--- src/rtl/goldilocks_limb_mul_pkg.sv ---
// Shared definitions for the Goldilocks arithmetic blocks (limb multiplier,
// fast reducer, NTT butterfly).
//   GOLDILOCKS_P : field modulus 2^64 - 2^32 + 1
//   LIMB_W/WORD_W: limb and field-word widths
//   state_t      : limb multiplier FSM states
//   step_t       : partial-product step index
package goldilocks_limb_mul_pkg;
  localparam logic [63:0] GOLDILOCKS_P = 64'hFFFF_FFFF_0000_0001;
  localparam int LIMB_W = 32;
  localparam int WORD_W = 64;

  typedef enum logic [1:0] {IDLE, MUL, DONE} state_t;
  typedef logic [1:0] step_t;
endpackage

--- src/rtl/goldilocks_limb_mul_mul32x32.sv ---
// Combinational 32x32 -> 64 unsigned multiplier.
//   a, b : 32-bit operands
//   p    : 64-bit product
module goldilocks_limb_mul_mul32x32
  import goldilocks_limb_mul_pkg::*;
(
  input  logic [LIMB_W-1:0]   a,
  input  logic [LIMB_W-1:0]   b,
  output logic [2*LIMB_W-1:0] p
);
  assign p = {{LIMB_W{1'b0}}, a} * {{LIMB_W{1'b0}}, b};
endmodule

--- src/rtl/goldilocks_limb_mul.sv ---
// Iterative 64x64 -> 128 multiplier producing four 32-bit limbs for the
// Goldilocks fast reducer. One 32x32 partial product is accumulated per cycle.
//   clk, rst_n          : clock, async active-low reset
//   in_valid/in_ready   : operand handshake (x, y sampled at acceptance)
//   out_valid/out_ready : limb handshake, limbs held under backpressure
//   a,b,c,d             : product = a<<96 | b<<64 | c<<32 | d (registered)
//   busy                : high in MUL or DONE
module goldilocks_limb_mul
  import goldilocks_limb_mul_pkg::*;
#(
  parameter logic [WORD_W-1:0] P          = GOLDILOCKS_P,
  parameter bit                PRE_REDUCE = 1'b1
) (
  input  logic              clk,
  input  logic              rst_n,
  input  logic              in_valid,
  output logic              in_ready,
  input  logic [WORD_W-1:0] x,
  input  logic [WORD_W-1:0] y,
  output logic              out_valid,
  input  logic              out_ready,
  output logic [LIMB_W-1:0] a,
  output logic [LIMB_W-1:0] b,
  output logic [LIMB_W-1:0] c,
  output logic [LIMB_W-1:0] d,
  output logic              busy
);
  state_t              state, state_nxt;
  step_t               step;
  logic [WORD_W-1:0]   xr, yr;
  logic [2*WORD_W-1:0] acc, pp_sh, acc_sum;
  logic [LIMB_W-1:0]   ma, mb;
  logic [WORD_W-1:0]   pp;

  // Any 64-bit value is < 2P, so one conditional subtraction fully reduces.
  function automatic logic [WORD_W-1:0] pre_red(input logic [WORD_W-1:0] v);
    if (PRE_REDUCE && (v >= P)) return v - P;
    return v;
  endfunction

  // step[1] picks the high half of x, step[0] the high half of y.
  assign ma = step[1] ? xr[WORD_W-1:LIMB_W] : xr[LIMB_W-1:0];
  assign mb = step[0] ? yr[WORD_W-1:LIMB_W] : yr[LIMB_W-1:0];

  goldilocks_limb_mul_mul32x32 u_mul (.a(ma), .b(mb), .p(pp));

  always_comb begin
    pp_sh = '0;
    case (step)
      2'd0:    pp_sh = {{WORD_W{1'b0}}, pp};
      2'd3:    pp_sh = {pp, {WORD_W{1'b0}}};
      default: pp_sh = {{LIMB_W{1'b0}}, pp, {LIMB_W{1'b0}}};
    endcase
  end

  // True product is < 2^128, so the 128-bit sum never overflows.
  assign acc_sum = acc + pp_sh;

  always_comb begin
    state_nxt = state;
    case (state)
      IDLE:    if (in_valid)      state_nxt = MUL;
      MUL:     if (step == 2'd3)  state_nxt = DONE;
      DONE:    if (out_ready)     state_nxt = IDLE;
      default:                    state_nxt = IDLE;
    endcase
  end

  always_ff @(posedge clk or negedge rst_n) begin
    if (!rst_n) state <= IDLE;
    else        state <= state_nxt;
  end

  always_ff @(posedge clk or negedge rst_n) begin
    if (!rst_n) begin
      step <= '0;
      xr   <= '0;
      yr   <= '0;
      acc  <= '0;
      a    <= '0;
      b    <= '0;
      c    <= '0;
      d    <= '0;
    end else begin
      case (state)
        IDLE: if (in_valid) begin
          xr   <= pre_red(x);
          yr   <= pre_red(y);
          acc  <= '0;
          step <= '0;
        end
        MUL: begin
          acc  <= acc_sum;
          step <= step + 2'd1;
          if (step == 2'd3) {a, b, c, d} <= acc_sum;
        end
        default: ;
      endcase
    end
  end

  assign in_ready  = (state == IDLE);
  assign out_valid = (state == DONE);
  assign busy      = (state != IDLE);
endmodule
--- config.mk ---
export PLATFORM = sky130hd
export DESIGN_NAME = goldilocks_limb_mul
export DESIGN_NICKNAME = d
export VERILOG_FILES = /design/src/rtl/goldilocks_limb_mul_pkg.sv /design/src/rtl/goldilocks_limb_mul_mul32x32.sv /design/src/rtl/goldilocks_limb_mul.sv
export SDC_FILE = /design/constraint.sdc
export NUM_CORES = 2
export LEC_CHECK = 0
export CORE_ASPECT_RATIO = 0.9
export CORE_UTILIZATION = 64
export DETAILED_ROUTE_END_ITERATION = 16
export GPL_TIMING_DRIVEN = 1
export PLACE_DENSITY = 0.89
export REMOVE_ABC_BUFFERS = 1
export SYNTH_ARGS = -nofsm -noshare
export SYNTH_HDL_FRONTEND = slang
export SYNTH_HIERARCHICAL = 1
export SYNTH_SLANG_ARGS = --single-unit
export TNS_END_PERCENT = 100
--- constraint.sdc ---
create_clock -name clk -period 13.2 [get_ports clk]
set_clock_uncertainty 0.2 [all_clocks]
set_input_delay 1.98 -clock clk [delete_from_list [all_inputs] [get_ports clk]]
set_output_delay 1.98 -clock clk [all_outputs]
set_load 0.005 [all_outputs]
## Yosys cells after proc, flatten, opt, wreduce, memory -nomap -nowiden

Index checks and enable logic that the tools add are counted.

- Input port bits: 132
- Word-level logic and storage cells: 51
- Output and inout bits: 131
- Register bits: 388

- $add $sub $neg: 4
- Mux-type cells: 21
- Equality and inequality tests: 6
- Magnitude comparators: 2
- $mul: 1
- Reductions and logical operators: 8

Operators by type and width:

| operator | count |
|---|---|
| case mux 128 bit (2 select lines) | 2 |
| two-way mux 64 bit | 4 |
| adder 128 bit | 1 |
| >= comparator 64 bit (second input constant) | 2 |
| two-way mux 128 bit | 1 |
| subtractor 64 bit (second input constant) | 2 |
| multiplier 32 x 32 -> 64 bit | 1 |
| two-way mux 32 bit | 2 |
| two-way mux 2 bit | 4 |
| two-way mux 1 bit | 6 |
| case mux 2 bit (3 select lines) | 1 |
| AND reduction 2 bit | 3 |
| == test 2 bit (second input constant) | 2 |
| zero test 2 bit | 2 |
| inequality test 2 bit (second input constant) | 2 |
| case mux 2 bit (2 select lines) | 1 |
| nonzero test 2 bit | 2 |
| AND reduction 3 bit | 1 |
| adder 2 x 1 -> 2 bit (second input constant) | 1 |
| == test 2 x 1 -> 1 bit (second input constant) | 1 |
| inequality test 2 x 1 -> 1 bit (second input constant) | 1 |

## Longest topological paths before layout

- Word-level depth: 5
- Mapped depth: 46
- Mapped depth without buffers: 42

## By module

The synthesis kept the hierarchy.

By module, submodules not included:

| module | area each (sq um) | cells each | sequential area each (sq um) | instances |
|---|---|---|---|---|
| goldilocks_limb_mul_mul32x32 | 33,459.6 | 3,706 | 0.0 | 1 |
| goldilocks_limb_mul | 26,263.9 | 3,178 | 9,709.3 | 1 |

## Least setup slack after synthesis

No wires, ideal clock.

- Kind: register -> register
- Start: register step[0]
- End: register a[2]
- Setup time: 0.133 ns
- Clock period less this slack: 10.994 ns
- Data arrival time: 10.661 ns
- Data required time: 12.867 ns
- Cell stages (with the launch flop): 43
- Path buffers: 5
- Setup slack: 2.206 ns
- Cells stage by stage: dfrtp_1 clkbuf_1 buf_1 mux2_2 clkbuf_1 and2_1 fa_1 fa_1 inv_1 fa_1 inv_1 fa_1 inv_1 fa_1 fa_1 fa_1 fa_1 inv_1 (+7 left out) nor3_2 a211oi_2 and4_1 nor4_1 nand2_1 o21ai_0 ha_1 buf_2 a21oi_1 o21ai_0 o21bai_1 or4b_2 o32ai_1 o31a_1 o31a_1 o21ai_0 xnor2_1 o21ai_0

- Word-level cells in the longest chain between the ends: 4
- Elaborated cells between the ends (all ways): 7
- Those cells by class: add/sub (1); mul (1); eq/ne (1); mux (2); reduce/logical (2)

Ends and longest elaborated chain:

| what | RTL line | text |
|---|---|---|
| from (decl) | goldilocks_limb_mul.sv:29 | `step_t step;` |
| from (signal assigned) | goldilocks_limb_mul.sv:94 | `step <= step + 2'd1;` |
| two-way mux 32 bit | goldilocks_limb_mul.sv:43 | `assign mb = step[0] ? yr[WORD_W-1:LIMB_W] : yr[LIMB_W-1:0];` |
| named net mb[8] | goldilocks_limb_mul.sv:32 | `logic [LIMB_W-1:0] ma, mb;` |
| multiplier 32 x 32 -> 64 bit | goldilocks_limb_mul_mul32x32.sv:11 | `assign p = {{LIMB_W{1'b0}}, a} * {{LIMB_W{1'b0}}, b};` |
| named net pp[57] | goldilocks_limb_mul.sv:33 | `logic [WORD_W-1:0] pp;` |
| case mux 128 bit (2 select lines) | goldilocks_limb_mul.sv:49 | `case (step)` |
| adder 128 bit | goldilocks_limb_mul.sv:57 | `assign acc_sum = acc + pp_sh;` |
| to (signal assigned) | goldilocks_limb_mul.sv:95 | `if (step == 2'd3) {a, b, c, d} <= acc_sum;` |
| to (decl) | goldilocks_limb_mul.sv:22 | `output logic [LIMB_W-1:0] a,` |

The timed path passes the listed nets, and every way through them passes these cells.
A chain may end at the register's enable or synchronous reset.

## Worst setup path in the final report

- Start: register step[0]
- End: register acc[114]

- Word-level cells in the longest chain between the ends: 5
- Elaborated cells between the ends (all ways): 7
- Those cells by class: add/sub (1); mul (1); eq/ne (1); mux (3); reduce/logical (1)

Ends and longest elaborated chain:

| what | RTL line | text |
|---|---|---|
| two-way mux 32 bit | goldilocks_limb_mul.sv:43 |  |
| named net mb[18] | goldilocks_limb_mul.sv:32 |  |
| multiplier 32 x 32 -> 64 bit | goldilocks_limb_mul_mul32x32.sv:11 |  |
| named net pp[57] | goldilocks_limb_mul.sv:33 |  |
| case mux 128 bit (2 select lines) | goldilocks_limb_mul.sv:49 |  |
| adder 128 bit | goldilocks_limb_mul.sv:57 |  |
| case mux 128 bit (2 select lines) | goldilocks_limb_mul.sv:85 | `case (state)` |
| to (signal assigned) | goldilocks_limb_mul.sv:93 | `acc <= acc_sum;` |
| to (decl) | goldilocks_limb_mul.sv:31 | `logic [2*WORD_W-1:0] acc, pp_sh, acc_sum;` |

The timed path passes the listed nets, and every way through them passes these cells.

==> run summary <==
Routability Congestion - 1.06
WL/cell - 23.8 µm
Via-to-Cell Ratio - 6.32
Pre-Repair DR Iteration Count - 9
Fraction of final layout cells sized beyond drive strength 1 - 4.65%
CTS Buf Count - 44
Setup crit end kind - flip-flop
Final Hold Viols - 0
Max Cap Viol - 0
Clock Pin Slew Worst Setup and Hold Paths - 0.06 ns
Startpoint Class - flip-flop
CTS tree - done
Post-synthesis xor/xnor area fraction - 3.37%
Core Area - 91800 µm²
Post-layout min period - 12.79 ns
Post-DP HPWL - 152 mm
Initial Util - 65.0%
CTS Buffer Depth - 3
First-pass GRT wire length - 299 mm
Post-CTS setup buffer count - 0
Final cell count without fillers - 8162
DR iter-0 viols - 5649
Final worst-path cycle share - 96.9%
Final Instance Area - 64700 µm²
Reg2reg start - step[0]$_DFFE_PN0P_
Metal-1 WL - 74.7 mm
Layout area overhead - 8.31%
# clock sinks - 388
Routed WL - 194 mm
Number of distinct library cells after synthesis - 93
Synth Area per Inst - 8.68 µm²
Met3 Wirelength - 23.4 mm
WS Path Type - flip-flop to flip-flop
RSZ-0062 raised after global routing - false
DRC Markers - 0
Antenna-violating nets left - 0
Sequential area share after synthesis - 16.3%
CP most frequent cell - fa_1
Initial antenna violation count - 12
Area after DPL - 63100 µm²
FFs w/ async S/R, synth - 100%
I/O Buffers - 262
Std-Cell Rows - 105
YS warnings - 6
Post-Syn Area - 59700 µm²
Largest family of logic cells by synthesized area - adder cells
Worst skew pair latency - 0.63 ns
Worst min-delay path class - flip-flop to flip-flop
Synth Flop Type - dfrtp_1
Dpl cells - 8073
Util after Layout - 70.4%
H-tree levels - 2
Worst slew pin tran - 1.44 ns
Compound-gate portion of the synthesized area - 13.0%
Ports - 263
Slowest CP cell - mux2_2
Largest net degree at the start of global routing - 140
Clk root buf - clkbuf_16
Register-to-register setup slack - 0.41 ns
Worst EP required - 13.49 ns
Final TNS setup - 0 ns
Arr. time, crit path - 13.08 ns
Outcome - finished, final reports clean
Post-Synth Adder-Cell Area - 38.7%
Critical path peak fanout - 32
Setup violators final - 0
R2r endpoint - acc[114]$_DFFE_PN0P_
Top sig layer - met5
Max incr delay on CP - 0.90 ns
Synth Instances - 6884
Vias in the first global route - 53600
Post-cts repair resize count - 0
Wire length on met2 - 86.4 mm
EDFF count, synth - 0
NumNets Final - 8328
Die Area - 94500 µm²
Overall Global Routing Usage - 41.3%
Die height - 292 µm
Worst Setup SP - step[0]$_DFFE_PN0P_
Post-synthesis simple-gate area fraction - 19.0%
Worst setup path end - acc[114]$_DFFE_PN0P_
Hold Buf Count CTS - 0
Vias - 51600
Die width - 324 µm
Slew HR - 3.75%
Fmax - 0.0782 GHz
#FFs+latches synth - 388
Global route total overflow - 0
Mux contribution to synthesized area - 1.28%
Reg2Reg Depth - 38
Slew Limit Fails - 0
metal layers:
layer	global-route usage (%)	vias up
li1	-	22100
met1	54.9	25400
met4	18.8	4
met2	62.4	3380
met3	12.4	706
met5	0	-
kinds of logic after synthesis:
kind of cell / count (synthesis)
AND/OR/NAND/NOR: 2305
buffers and inverters: 1328
adder cells (fa/ha/maj): 1307
AO/OA/AOI/OAI: 1258
flip-flops: 388
XOR/XNOR: 230
multiplexers: 68
sequential cells by signal, indices dropped and copies added (netlist names):
signal,cells
b,32
yr,64
xr,64
c,32
step,2
state,2
d,32
a,32
acc,128
how the worst min path moves through the flow:
| stage | endpoint | startpoint | depth (start not counted) |
|---|---|---|---|
| 2_1_floorplan | yr[1]$_DFFE_PN0P_ | yr[1]$_DFFE_PN0P_ | 2 |
| 3_3_place_gp | yr[1]$_DFFE_PN0P_ | yr[1]$_DFFE_PN0P_ | 2 |
| 3_5_place_dp | yr[11]$_DFFE_PN0P_ | yr[11]$_DFFE_PN0P_ | 2 |
| 4_1_cts | yr[11]$_DFFE_PN0P_ | yr[11]$_DFFE_PN0P_ | 2 |
| 5_1_grt | acc[57]$_DFFE_PN0P_ | acc[57]$_DFFE_PN0P_ | 2 |
| 6_report | d[13]$_DFFE_PN0P_ | d[13]$_DFFE_PN0P_ | 2 |
final cells by class:
type                            count  area, µm²
Multi-Input combinational cell   5168      45000
Fill cell                        6781      27100
Sequential cell                   388       9710
Inverter                          925       3470
Timing Repair Buffer              362       3390
Tap cell                         1230       1540
Clock buffer                       51       1190
Clock inverter                     30        343
Antenna cell                        8       20.0
synth_stat cells, drive strengths merged (66+ instances only):
| library cell | number | area (µm²) |
|---|---|---|
| a22o | 83 | 727 |
| nand2 | 1033 | 3880 |
| inv | 925 | 3470 |
| mux2 | 66 | 743 |
| and2 | 681 | 4260 |
| clkbuf | 371 | 1400 |
| nand4 | 113 | 713 |
| ha | 410 | 5130 |
| a21oi | 310 | 1580 |
| xnor2 | 143 | 1250 |
| dfrtp | 388 | 9710 |
| o21ai | 499 | 2500 |
| nor2 | 186 | 698 |
| xor2 | 87 | 762 |
| a21o | 92 | 691 |
| fa | 897 | 18000 |
critical path: cells and delay by family, from the launching register on:
family	cells	cell delay, ns
muxes	1	0.90
adders and majority gates	10	4.92
DFF	1	0.34
AOI/OAI and AO/OA	14	3.27
and+or+nand+nor	7	2.14
xor gates and xnor gates	1	0.21
buffers and inverters	5	0.63
stage by stage:
stage	worst slack, ns	hold slack (ns)
after floorplan	1.94	0.235
after global placement	0.865	0.258
after detailed placement	0.638	0.267
after CTS	0.611	0.280
after global routing	0.00346	0.302
final	0.411	0.277
placed cells by master, fill, tap and decap left out, types with 34 or more instances in the layout:
cell type / instances
a21oi_1: 304
o21bai_1: 63
and2_1: 680
dfrtp_1: 388
mux2_2: 64
or3_1: 34
clkdlybuf4s50_1: 261
nor2_1: 185
xor2_1: 87
nand2_1: 1031
inv_1: 925
clkbuf_16: 44
nor3_1: 60
nand4_1: 112
nand3_1: 56
xnor2_1: 143
ha_1: 409
o21ai_0: 487
buf_4: 99
a22o_1: 83
a21o_1: 92
fa_1: 897
Power is not shown: default switching activity piles up to over one toggle a cycle in this logic, so the estimate is an artifact.
